File: config.mk
export PLATFORM = sky130hd
export DESIGN_NAME = if_stage_flat
export DESIGN_NICKNAME = d
export VERILOG_FILES = /design/src/rtl/if_stage_if.sv /design/src/rtl/if_stage.sv /design/src/flat_wrapper.sv
export SDC_FILE = /design/constraint.sdc
export NUM_CORES = 1
export LEC_CHECK = 0
export BUFFER_PORTS_ARGS = -buffer_cell sky130_fd_sc_hd__buf_2
export CAP_MARGIN = 15
export CORE_UTILIZATION = 35
export CTS_BUF_LIST = sky130_fd_sc_hd__clkbuf_8
export DETAILED_ROUTE_END_ITERATION = 16
export SYNTH_ARGS = -nofsm -noshare
export SYNTH_HDL_FRONTEND = slang
export SYNTH_SLANG_ARGS = --single-unit
File: constraint.sdc
create_clock -name clk -period 3.4 [get_ports clk]
set_input_delay 0.17 -clock clk [delete_from_list [all_inputs] [get_ports clk]]
set_output_delay 0.17 -clock clk [all_outputs]
set_load 0.01 [all_outputs]
File: src/rtl/if_stage_if.sv
// Fetch-stage bus: pipeline control inputs, instruction-memory port and IF/ID register outputs.
interface if_stage_if;
  logic        stall;
  logic        flush;
  logic        redirect;
  logic [31:0] redirect_pc;
  logic [31:0] inst_in;
  logic        imem_ready;
  logic [31:0] PC_out;
  logic [31:0] IF_ID_inst;
  logic [31:0] IF_ID_pc;
  logic [31:0] IF_ID_pc_4;
  logic        IF_ID_valid;

  modport master (
    output stall, flush, redirect, redirect_pc, inst_in, imem_ready,
    input  PC_out, IF_ID_inst, IF_ID_pc, IF_ID_pc_4, IF_ID_valid
  );

  modport slave (
    input  stall, flush, redirect, redirect_pc, inst_in, imem_ready,
    output PC_out, IF_ID_inst, IF_ID_pc, IF_ID_pc_4, IF_ID_valid
  );
endinterface

File: src/rtl/if_stage.sv
// Instruction fetch stage: PC register, IF/ID pipeline register and a one-entry skid buffer
// that captures a word returned by memory while decode is stalled.
module if_stage #(
  parameter logic [31:0] RESET_PC = 32'h0000_0000,
  parameter logic [31:0] NOP_INST = 32'h0000_0000
) (
  input  logic    clk,
  input  logic    reset,
  if_stage_if.slave bus
);

  typedef enum logic {FETCH, BUFFERED} state_e;

  typedef struct packed {
    logic [31:0] inst;
    logic [31:0] pc;
    logic [31:0] pc_4;
    logic        valid;
  } ifid_t;

  typedef struct packed {
    logic [31:0] inst;
    logic [31:0] pc;
  } skid_t;

  localparam logic [31:0] ALIGN_MASK = 32'hFFFF_FFFC;

  state_e      state_q, state_d;
  logic [31:0] pc_q, pc_d;
  ifid_t       ifid_q, ifid_d;
  skid_t       skid_q, skid_d;

  always_comb begin
    // NOTE: every signal gets a hold default first so no path leaves it unassigned (no latches).
    state_d = state_q;
    pc_d    = pc_q;
    ifid_d  = ifid_q;
    skid_d  = skid_q;

    if (bus.redirect) begin
      pc_d    = bus.redirect_pc & ALIGN_MASK;
      state_d = FETCH;
      skid_d  = '0;
      if (!bus.stall || bus.flush) begin
        ifid_d.valid = 1'b0;
        ifid_d.inst  = NOP_INST;
      end
    end else if (bus.flush) begin
      // A squashed buffered word was never consumed, so fetch restarts at its address.
      if (state_q == BUFFERED) pc_d = skid_q.pc;
      state_d      = FETCH;
      skid_d       = '0;
      ifid_d.valid = 1'b0;
      ifid_d.inst  = NOP_INST;
    end else if (state_q == BUFFERED) begin
      if (!bus.stall) begin
        ifid_d  = ifid_t'{inst: skid_q.inst, pc: skid_q.pc,
                          pc_4: skid_q.pc + 32'd4, valid: 1'b1};
        pc_d    = skid_q.pc + 32'd4;
        state_d = FETCH;
      end
    end else if (bus.imem_ready) begin
      if (bus.stall) begin
        skid_d  = skid_t'{inst: bus.inst_in, pc: pc_q};
        state_d = BUFFERED;
      end else begin
        ifid_d = ifid_t'{inst: bus.inst_in, pc: pc_q, pc_4: pc_q + 32'd4, valid: 1'b1};
        pc_d   = pc_q + 32'd4;
      end
    end else if (!bus.stall) begin
      ifid_d.valid = 1'b0;
      ifid_d.inst  = NOP_INST;
    end
  end

  // NOTE: sequential state uses non-blocking assignments so all flops update from pre-edge values.
  always_ff @(posedge clk) begin
    if (reset) begin
      state_q <= FETCH;
      pc_q    <= RESET_PC & ALIGN_MASK;
      ifid_q  <= ifid_t'{inst: NOP_INST, pc: 32'd0, pc_4: 32'd0, valid: 1'b0};
      // NOTE: the skid entry is reset too; it is never read outside BUFFERED, but a known value keeps sims clean.
      skid_q  <= '0;
    end else begin
      state_q <= state_d;
      pc_q    <= pc_d;
      ifid_q  <= ifid_d;
      skid_q  <= skid_d;
    end
  end

  assign bus.PC_out      = pc_q;
  assign bus.IF_ID_inst  = ifid_q.inst;
  assign bus.IF_ID_pc    = ifid_q.pc;
  assign bus.IF_ID_pc_4  = ifid_q.pc_4;
  assign bus.IF_ID_valid = ifid_q.valid;

endmodule

File: src/flat_wrapper.sv
// flat-port wrapper written by rule: the top's interface ports become plain ports
module if_stage_flat 
#(
  parameter logic [31:0] RESET_PC = 32'h0000_0000,
  parameter logic [31:0] NOP_INST = 32'h0000_0000
)
  (clk, reset, bus_stall, bus_flush, bus_redirect, bus_redirect_pc, bus_inst_in, bus_imem_ready, bus_PC_out, bus_IF_ID_inst, bus_IF_ID_pc, bus_IF_ID_pc_4, bus_IF_ID_valid);
  if_stage_if bus_i ();
  input  logic clk;
  input  logic reset;
  input wire logic [$bits(bus_i.stall)-1:0] bus_stall;
  input wire logic [$bits(bus_i.flush)-1:0] bus_flush;
  input wire logic [$bits(bus_i.redirect)-1:0] bus_redirect;
  input wire logic [$bits(bus_i.redirect_pc)-1:0] bus_redirect_pc;
  input wire logic [$bits(bus_i.inst_in)-1:0] bus_inst_in;
  input wire logic [$bits(bus_i.imem_ready)-1:0] bus_imem_ready;
  output wire logic [$bits(bus_i.PC_out)-1:0] bus_PC_out;
  output wire logic [$bits(bus_i.IF_ID_inst)-1:0] bus_IF_ID_inst;
  output wire logic [$bits(bus_i.IF_ID_pc)-1:0] bus_IF_ID_pc;
  output wire logic [$bits(bus_i.IF_ID_pc_4)-1:0] bus_IF_ID_pc_4;
  output wire logic [$bits(bus_i.IF_ID_valid)-1:0] bus_IF_ID_valid;
  assign bus_i.stall = bus_stall;
  assign bus_i.flush = bus_flush;
  assign bus_i.redirect = bus_redirect;
  assign bus_i.redirect_pc = bus_redirect_pc;
  assign bus_i.inst_in = bus_inst_in;
  assign bus_i.imem_ready = bus_imem_ready;
  assign bus_PC_out = bus_i.PC_out;
  assign bus_IF_ID_inst = bus_i.IF_ID_inst;
  assign bus_IF_ID_pc = bus_i.IF_ID_pc;
  assign bus_IF_ID_pc_4 = bus_i.IF_ID_pc_4;
  assign bus_IF_ID_valid = bus_i.IF_ID_valid;
  if_stage #(.RESET_PC(RESET_PC), .NOP_INST(NOP_INST)) u_core (.clk(clk), .reset(reset), .bus(bus_i));
endmodule
==> qor.csv, run 1 <==
stage;metric;value;unit
run_status;outcome;complete, no violations;
hold_path;Hold Path Origin;bus_redirect_pc[21];
place;gpl congestion;0.900;
place;Post-DP Area;10700;um^2
yosys;post-synth top area share;40.2;%
routing;vias per inst;5.40;
pwr;Design Power;4.66;mW
hold_path;hold endpoint;u_core.bus.PC_out[21];
global_route;Total GRT Usage;22.8;%
worst_setup_path;Critical-path top delay cell;or4_1;
pwr;net switching power;1.51;mW
routing;Total Wirelength;32000;um
layout;Layout Cells excl Fill;1759;
cts;deepest clock path buffer count;2;
global_route;grt ovf;0;
sta;Setup TNS;0;ns
routing;Detailed Route Iter0 Violations;954;
worst_setup_path;Buf/Inv on CP;0;
yosys;number of synthesized register bits;192;
floorplan;die width;167;um
floorplan;Initial Util;35.6;%
sta;min cycle time layout;2.63;ns
worst_setup_path;Critical Path Source Type;flip-flop;
flow_run;max cap viols;0;
cts;post_cts resized;0;
sta;endpoints failing hold;0;
worst_setup_path;Critical Path AT;2.99;ns
worst_setup_path;crit-path max cell delay;0.81;ns
routing;post-route ant nets;0;
cts;CTS root buf;clkbuf_8;
yosys;cell count after synthesis;1231;
cts;Hold Buf Count CTS;53;
hold_path;Worst Hold Class;in2reg;
worst_setup_path;critical path, cell by cell;nand4_1, or4_1, o211a_1, a211oi_1, a221oi_1;
global_route;pin count of the biggest net entering global routing;97;
layout;share of layout cells above drive strength 1;20.0;%
worst_setup_path;Critical Path RT;3.76;ns
pwr;Reg power frac;51.2;%
layout;number of diodes;0;
worst_setup_path;RR Startpoint;u_core.skid_q[6];
yosys;asr flop ratio synth;0;%
worst_setup_path;R2R depth;5;
yosys;post-synthesis sequential area ratio;40.2;%
pwr;Pwr Density;398;nW/um^2
yosys;top-count cell post-synth;nand2_1;
cts;worst skew pair latency;0.50;ns
sta;RSZ-0062 raised after global routing;false;
floorplan;I/O pin total;199;
routing;DRT Pass-1 Iters;7;
worst_setup_path;reg2reg end;u_core.bus.PC_out[17];
yosys;Yosys cell types;66;
floorplan;die area;28000;um^2
sta;Worst-Margin Slew;0.792;ns
place;Post-DP HPWL;21000;um
pwr;Max rail drop VDD;0.243;mV
global_route;vias in the first global route;8891;
routing;total vias in the final route;9507;
pwr;Clock Power Share;36.7;%
cts;Setup Fix Bufs, Post-CTS;0;
routing;DRC;0;
cts;CTS Buf Count;17;
worst_setup_path;crit-path max FO;12;
layout;Finished Cell Area;11700;um^2
sta;maximum clock frequency;0.380;GHz
worst_setup_path;Reg2Reg Setup Slack;0.77;ns
yosys;Post-synth EDFFs;0;
yosys;synth cell count leaders;nand2_1 (270), dfxtp_1 (192), a21oi_1 (108);
routing;WL per Instance;18.2;um
yosys;post-synthesis net count;1303;
pwr;internal power;3.15;mW
floorplan;Die H;167;um
place;Port Buffer Count;196;
cts;CTS Sinks;192;
yosys;Syn Std Cell Area;9560;um^2
sta;Final Setup Violations;0;
sta;Final Max Slew Viols;0;
yosys;dominant cells by area after synthesis;dfxtp_1 (40%), nand2_1 (11%), a21oi_1 (5.7%);
worst_setup_path;CP Capture Type;flip-flop;
floorplan;# rows;60;
sta;Slew Limit Headroom;47.2;%
layout;NumNets Final;1477;
pwr;Logic pwr share;12.1;%
place;Cells after DPL;1673;
cts;H-tree Lvls;4;
sta;final worst path period share;77.3;%
cts;CTS tree;yes;
global_route;first-pass GRT wire length;50700;um
hold_path;hold-critical path depth;3;
yosys;Yosys warnings;0;
global_route;antenna violations before repair;0;
worst_setup_path;Crit path max-delay family;simple AND/OR/NAND/NOR gates;
yosys;ys flop type;dfxtp_1;
yosys;largest area contributor in the netlist;dfxtp_1;
pwr;Leak;4.47;nW
floorplan;Core ar.;26900;um^2
layout;area growth from synthesis to layout;22.8;%
worst_setup_path;Worst Path Class, Setup;reg2reg;
cts;Worst-path clk slew;0.13;ns
yosys;Avg Inst Size Synth;7.76;um^2
pwr;Switching Fraction;32.4;%
sta;final setup skew;0.0218;ns
==> placed cells by master (no fill, tap or decap), types with 18 or more instances in the layout <==
cell type,n
nand2_1,270
buf_2,195
dfxtp_1,191
a21oi_1,108
nor2_1,101
dlygate4sd3_1,54
o21ai_0,46
mux2i_1,40
a211oi_1,38
a22oi_1,35
xor2_1,33
nand3_1,27
xnor2_1,21
buf_4,21
o22ai_1,18
==> power by group through the flow <==
stage | sequential (mW) | combinational (mW) | clock, mW
finish | 2.39 | 0.564 | 1.71
global route | 2.40 | 0.617 | 1.84
CTS | 2.39 | 0.563 | 1.74
detailed placement | 2.44 | 0.514 | 0
global placement | 2.44 | 0.511 | 0
floorplan | 2.42 | 0.305 | 0
==> sequential cells by signal (all words and copies together), names as in the netlist <==
signal                  count
u_core.bus.IF_ID_valid      1
u_core.bus.IF_ID_pc_4      32
u_core.bus.PC_out          32
u_core.state_q              1
u_core.bus.IF_ID_pc        30
u_core.skid_q              64
u_core.bus.IF_ID_inst      32
==> metrics by stage <==
step	hold slack [ns]	utilization, %	worst slack (ns)
floorplan	0.306	-	1.28
global placement	0.404	39.9	0.867
detailed placement	0.412	39.9	0.849
CTS	0.00159	43.6	0.809
global route	0.00877	43.7	0.633
finish	0.0327	43.7	0.771
==> worst min-delay path, cell delays in order <==
cell and delay [ns]:
buf_2 0.11, o211ai_1 0.15, a211oi_1 0.05
==> worst max path at each step <==
stage | endpoint | cells after the start | startpoint | slack (ns)
3_5_place_dp | u_core.bus.PC_out[17] | 5 | u_core.skid_q[7] | 0.85
5_1_grt | u_core.bus.PC_out[17] | 5 | u_core.skid_q[7] | 0.63
3_3_place_gp | u_core.bus.PC_out[17] | 5 | u_core.skid_q[6] | 0.87
6_report | u_core.bus.PC_out[17] | 5 | u_core.skid_q[6] | 0.77
4_1_cts | u_core.bus.PC_out[17] | 5 | u_core.skid_q[6] | 0.81
2_1_floorplan | u_core.bus.PC_out[20] | 8 | u_core.bus.PC_out[2] | 1.28
==> cell families (layout without fill, tap and decap cells) <==
logic type | after synthesis | in the layout | synth area share [%]
buffers and inverters | 129 | 316 | 5.41
adders and majority gates | 2 | 2 | 0.262
and+or+nand+nor | 501 | 501 | 23.9
DFF | 192 | 192 | 40.2
AOI/OAI and AO/OA | 310 | 310 | 20.7
muxes | 43 | 43 | 4.54
xor gates and xnor gates | 54 | 54 | 4.95
==> cell type report <==
cell class | count | area, um^2
clock buffer | 17 | 234
clock inverter | 15 | 225
fill | 2723 | 15100
inverter | 11 | 41.3
multi-input combinational | 910 | 5230
sequential | 192 | 3850
tap | 341 | 427
timing repair buffer | 273 | 1730
==> routing by layer <==
layer / track usage [%] / share of wire (%)
met1: 30.8 / 46
met4: 6.94 / 1.9
met2: 36.7 / 46
met3: 4.73 / 6.6
met5: 0 / 0
(Power assumes the default switching activity.)
==> run 2: changes to the inputs <==
==> constraint.sdc (replaced) <==
create_clock -name clk -period 2.7 [get_ports clk]
set_input_delay 0.135 -clock clk [delete_from_list [all_inputs] [get_ports clk]]
set_output_delay 0.135 -clock clk [all_outputs]
set_load 0.01 [all_outputs]
==> run 2 against run 1 <==
  * Highest routed layer is now met5
  * Largest power group unchanged
  * Critical path depth is 2 higher
  * Sequential power is 25% higher
  * Setup slack worse by 0.42 ns
  * Clock power is 19% higher
  * Sequential share of layout area is 0.71 points lower
  * Register-to-register slack worse by 0.42 ns
  * Worst hold slack better by 0.0036 ns
  * Design area is 2.2% higher
  * First-iteration DRC count is 20% lower
  * Combinational power is 37% higher
==> qor.csv, run 2 (same netlist as run 1, synthesis figures left out) <==
stage;metric;value;unit
run_status;outcome;complete, no violations;
routing;post-route ant nets;0;
worst_setup_path;R2R depth;7;
hold_path;Hold Path Origin;bus_redirect;
pwr;Pwr Density;483;nW/um^2
place;pre-CTS setup slack;0.399;ns
cts;worst skew pair latency;0.49;ns
routing;WL per Instance;18.2;um
layout;Sequential Area;3850;um^2
layout;FILL cells;2758;
cts;post_cts resized;0;
floorplan;I/O pin total;199;
flow_run;max cap viols;0;
place;Post-DP HPWL;22100;um
sta;Final Max Slew Viols;0;
global_route;grt ovf;0;
routing;vias per inst;5.41;
worst_setup_path;Critical Path Source Type;flip-flop;
worst_setup_path;critical path, cell by cell;ha_1, nand3_1, or3_4, nor4_1, xor2_1, a22oi_1, a21oi_1;
worst_setup_path;RR Startpoint;u_core.skid_q[2];
layout;commonest cells after routing, fill and taps aside;nand2_1 (270), buf_2 (195), dfxtp_1 (191), a21oi_1 (108), nor2_1 (101);
layout;most flop-heavy register;u_core.skid_q;
sta;maximum clock frequency;0.426;GHz
sta;min cycle time layout;2.35;ns
routing;Detailed Route Iter0 Violations;764;
layout;max reg flops;64;
floorplan;Die H;167;um
sta;RSZ-0062 raised after global routing;false;
cts;CTS root buf;clkbuf_8;
cts;CTS tree;yes;
cts;Setup Fix Bufs, Post-CTS;0;
worst_setup_path;CP Capture Type;flip-flop;
worst_setup_path;Setup crit start;u_core.skid_q[2];
routing;Total Wirelength;32700;um
global_route;vias in the first global route;8916;
floorplan;die width;167;um
routing;total vias in the final route;9738;
floorplan;Initial Util;35.6;%
worst_setup_path;Worst Path Class, Setup;reg2reg;
sta;Slew Limit Headroom;37.7;%
sta;Worst-Margin Slew;0.935;ns
layout;share of layout cells above drive strength 1;21.8;%
floorplan;die area;28000;um^2
layout;area growth from synthesis to layout;25.5;%
worst_setup_path;Critical Path AT;2.70;ns
place;Port Buffer Count;196;
worst_setup_path;Reg2Reg Setup Slack;0.35;ns
cts;H-tree Lvls;4;
routing;DRC;0;
place;gpl congestion;0.908;
sta;final setup skew;0.0254;ns
global_route;antenna violations before repair;2;
cts;CTS Sinks;192;
global_route;first-pass GRT wire length;50800;um
global_route;Total GRT Usage;23.0;%
cts;Worst-path clk slew;0.11;ns
sta;Final Setup Violations;0;
cts;CTS Buf Count;17;
hold_path;hold endpoint;u_core.bus.PC_out[1];
hold_path;Worst Hold Class;in2reg;
sta;endpoints failing hold;0;
worst_setup_path;crit-path max FO;7;
pwr;Leak;4.63;nW
layout;NumNets Final;1516;
layout;commonest non-fill, non-tap cell in the layout;nand2_1;
global_route;pin count of the biggest net entering global routing;64;
pwr;Max rail drop VDD;0.433;mV
layout;multi-input logic area;5230;um^2
floorplan;# rows;60;
worst_setup_path;Critical Path RT;3.05;ns
hold_path;hold-critical path depth;2;
sta;Setup TNS;0;ns
cts;deepest clock path buffer count;2;
sta;final setup margin;0.351;ns
worst_setup_path;crit-path max cell delay;0.48;ns
sta;final worst path period share;87.0;%
floorplan;Core ar.;26900;um^2
routing;DRT Pass-1 Iters;7;
worst_setup_path;reg2reg end;u_core.bus.PC_out[28];
worst_setup_path;Critical-path top delay cell;or3_4;
==> run 2: cell types whose count changed in the layout (fill, tap and decap cells not counted), sizes merged <==
cell         delta
clkinv          +4
dlygate4sd3     +5
diode           +1
inv             -4
buf            +34
==> run 2: how the worst max path moves through the flow <==
| stage | end | slack, ns | cells after the start |
|---|---|---|---|
| 4_1_cts | u_core.bus.PC_out[28] | 0.39 | 7 |
| 3_3_place_gp | u_core.bus.PC_out[28] | 0.44 | 7 |
| 6_report | u_core.bus.PC_out[28] | 0.35 | 7 |
| 5_1_grt | u_core.bus.PC_out[28] | 0.12 | 7 |
| 3_5_place_dp | u_core.bus.PC_out[28] | 0.40 | 7 |
| 2_1_floorplan | u_core.bus.PC_out[20] | 0.58 | 8 |
==> run 2: power breakdown <==
group | switching (mW) | total [mW] | leakage, nW | internal (mW)
combinational | 0.459 | 0.774 | 2.86 | 0.315
sequential | 0.0768 | 2.98 | 1.56 | 2.90
clock | 1.30 | 2.04 | 0.213 | 0.733
total | 1.84 | 5.79 | 4.63 | 3.95
==> run 2: critical path: cells and delay by family (launching register included) <==
| kind | cells | cell delay (ns) |
|---|---|---|
| compound gates | 2 | 0.32 |
| xor+xnor | 1 | 0.12 |
| fa+ha+maj | 1 | 0.27 |
| flops | 1 | 0.47 |
| simple gates | 3 | 1.05 |
==> run 2: layout make-up <==
type / instances / share of cell area [%]
flip-flops and latches: 192 / 32.1
well taps: 341 / 3.56
diodes: 1 / 0.0209
clock inverters: 15 / 1.68
inverters: 11 / 0.344
repair buffers: 312 / 16.8
multi-input cells: 910 / 43.6
clock buffers: 17 / 1.95
==> run 2: routing by layer <==
layer	up-vias	GRT usage (%)	wire, um
li1	4745	-	-
met3	42	4.21	2300
met1	4591	30.8	14400
met4	2	7.38	695
met5	-	0	17
met2	358	37.3	15300
==> run 2: metrics by stage <==
step	std cells	cell area (um^2)	utilization, %	hold slack (ns)	total power, mW
after floorplan	1231	9560	-	0.271	3.44
after global placement	1707	11000	40.8	0.375	3.74
after detailed placement	1707	11000	40.8	0.375	3.74
after CTS	1798	12000	44.6	0.0152	5.83
after global routing	1798	12000	44.6	0.0202	6.02
final	1799	12000	44.6	0.0363	5.79
==> run 2: repair_timing <==
item / 4_1_cts / 5_1_grt
endpoints found under the setup margin: 0 / 0
hold buffers: 59 / 0
hold endpoints to repair: 58 / 0
==> run 3: changes to the inputs <==
--- a/config.mk
+++ b/config.mk
@@ -10,6 +10,8 @@
 export CORE_UTILIZATION = 35
 export CTS_BUF_LIST = sky130_fd_sc_hd__clkbuf_8
 export DETAILED_ROUTE_END_ITERATION = 16
+export PLACE_DENSITY = 0.52
+export SETUP_SLACK_MARGIN = 0.02
 export SYNTH_ARGS = -nofsm -noshare
 export SYNTH_HDL_FRONTEND = slang
 export SYNTH_SLANG_ARGS = --single-unit
==> run 3 against run 2 <==
  * Core utilization up 0.20 points
  * Clock skew decreased by 0.0067 ns
  * Setup slack improved by 0.011 ns
  * Wire length up 2.7%
  * Clock power grew 2%
  * Fmax increased by 0.47%
  * Non-clock buffer count is 4 higher
  * Die area unchanged
  * Critical endpoint is now u_core.bus.PC_out[20]
  * Largest power group unchanged
==> qor.csv, run 3 (same netlist as run 1, synthesis figures left out) <==
stage;metric;value;unit
run_status;outcome;complete, no violations;
cts;H-tree Lvls;4;
cts;CTS tree;yes;
cts;Worst-path clk slew;0.12;ns
worst_setup_path;R2R depth;7;
cts;worst skew pair latency;0.48;ns
sta;final worst path period share;86.6;%
global_route;vias in the first global route;8963;
worst_setup_path;Critical-path top delay cell;or3_1;
global_route;antenna violations before repair;3;
sta;endpoints failing hold;0;
worst_setup_path;crit-path max cell delay;0.52;ns
layout;area growth from synthesis to layout;26.0;%
hold_path;hold-critical path depth;3;
cts;CTS root buf;clkbuf_8;
cts;CTS Sinks;192;
floorplan;die area;28000;um^2
worst_setup_path;Critical Path Source Type;flip-flop;
place;gpl congestion;0.891;
floorplan;# rows;60;
worst_setup_path;Critical Path AT;2.74;ns
flow_run;max cap viols;0;
cts;CTS Buf Count;17;
layout;commonest cells after routing, fill and taps aside;nand2_1 (270), buf_2 (195), dfxtp_1 (191), a21oi_1 (108), nor2_1 (101);
sta;Final Setup Violations;0;
layout;max reg flops;64;
floorplan;Initial Util;35.6;%
worst_setup_path;CP Capture Type;flip-flop;
sta;RSZ-0062 raised after global routing;false;
hold_path;Worst Hold Class;in2reg;
worst_setup_path;Reg2Reg Setup Slack;0.36;ns
worst_setup_path;RR Startpoint;u_core.bus.PC_out[2];
layout;commonest non-fill, non-tap cell in the layout;nand2_1;
sta;Final Max Slew Viols;0;
global_route;Total GRT Usage;23.6;%
floorplan;die width;167;um
floorplan;I/O pin total;199;
worst_setup_path;Crit path max-delay family;simple AND/OR/NAND/NOR gates;
worst_setup_path;reg2reg end;u_core.bus.PC_out[20];
routing;Detailed Route Iter0 Violations;889;
layout;most flop-heavy register;u_core.skid_q;
place;Cells after DPL;1712;
global_route;first-pass GRT wire length;52100;um
worst_setup_path;critical path, cell by cell;ha_1, nand2_1, or3_1, nor4_2, xnor2_1, mux2i_1, a211oi_1;
sta;maximum clock frequency;0.428;GHz
routing;DRC;0;
worst_setup_path;Worst Path Class, Setup;reg2reg;
routing;Total Wirelength;33600;um
layout;Layout Cells excl Fill;1805;
place;Post-DP HPWL;22800;um
floorplan;Core ar.;26900;um^2
routing;vias per inst;5.38;
cts;Setup Fix Bufs, Post-CTS;0;
pwr;Leak;4.67;nW
sta;Hold Slack;0.0235;ns
worst_setup_path;cell count along the critical path;7;
floorplan;Die H;167;um
cts;deepest clock path buffer count;2;
place;Port Buffer Count;196;
pwr;Max rail drop VDD;0.344;mV
worst_setup_path;Setup crit start;u_core.bus.PC_out[2];
global_route;grt ovf;0;
routing;post-route ant nets;0;
worst_setup_path;Buf/Inv on CP;0;
worst_setup_path;Worst setup endpoint;u_core.bus.PC_out[20];
sta;Setup TNS;0;ns
worst_setup_path;Critical Path RT;3.10;ns
sta;final setup skew;0.0187;ns
sta;min cycle time layout;2.34;ns
layout;NumNets Final;1520;
global_route;pin count of the biggest net entering global routing;60;
routing;total vias in the final route;9705;
worst_setup_path;crit-path max FO;9;
layout;share of layout cells above drive strength 1;22.1;%
sta;Slew Limit Headroom;27.0;%
sta;Worst-Margin Slew;1.09;ns
routing;WL per Instance;18.6;um
pwr;Pwr Density;485;nW/um^2
routing;DRT Pass-1 Iters;7;
==> run 3: changes by cell type in the layout (fill, tap and decap cells not counted), moves of 2 or more <==
| cell | previous run | this run |
|---|---|---|
| buf_4 | 57 | 61 |
| diode_2 | 1 | 3 |
| inv_6 | 4 | 2 |
| inv_12 | 2 | 4 |
==> run 3: timing repair <==
item	4_1_cts	5_1_grt
endpoints found under the hold margin	62	0
gates resized for setup	0	0
hold buffers	58	0
==> run 3: layout make-up <==
type	instances	area, um^2
antenna	3	7.51
clock buffer	17	234
clock inverter	15	209
fill	2744	14800
inverter	11	41.3
multi-input combinational	910	5230
sequential	192	3850
tap	341	427
timing repair buffer	316	2050
==> run 3: worst min path at each step <==
stage,from,slack [ns],to
5_1_grt,bus_redirect_pc[23],0.03,u_core.bus.PC_out[23]
3_3_place_gp,bus_redirect_pc[2],0.37,u_core.bus.PC_out[2]
6_report,bus_redirect_pc[23],0.02,u_core.bus.PC_out[23]
2_1_floorplan,bus_inst_in[0],0.27,u_core.skid_q[32]
4_1_cts,bus_redirect_pc[23],0.006,u_core.bus.PC_out[23]
3_5_place_dp,bus_redirect_pc[2],0.37,u_core.bus.PC_out[2]
==> run 3: worst register-to-register path, stage by stage (launching register included) <==
cell      delay [ns]
dfxtp_1         0.51
ha_1            0.23
nand2_1         0.13
or3_1           0.52
nor4_2          0.37
xnor2_1         0.15
mux2i_1         0.12
a211oi_1        0.24
==> run 3: per-stage QoR <==
| stage | instance area [um^2] | setup slack, ns | power (mW) | util [%] |
|---|---|---|---|---|
| after global routing | 12000 | 0.202 | 6.09 | 44.8 |
| after global placement | 11000 | 0.449 | 3.75 | 41.0 |
| after CTS | 12000 | 0.384 | 5.90 | 44.8 |
| after floorplan | 9560 | 0.583 | 3.44 | - |
| final | 12000 | 0.362 | 5.84 | 44.8 |
| after detailed placement | 11000 | 0.411 | 3.76 | 41.0 |
==> run 3: report_power, final <==
part	switching, mW	internal, mW
Combinational	0.470	0.321
Sequential	0.0698	2.90
Clock	1.33	0.746
Total	1.87	3.97
==> run 3: per-layer routing <==
layer	vias to the layer above	global-route usage, %	routed length [um]
li1	4755	-	-
met1	4547	32.8	15800
met2	367	37.6	15200
met3	34	4.28	2000
met4	2	6.34	578
met5	-	0	13
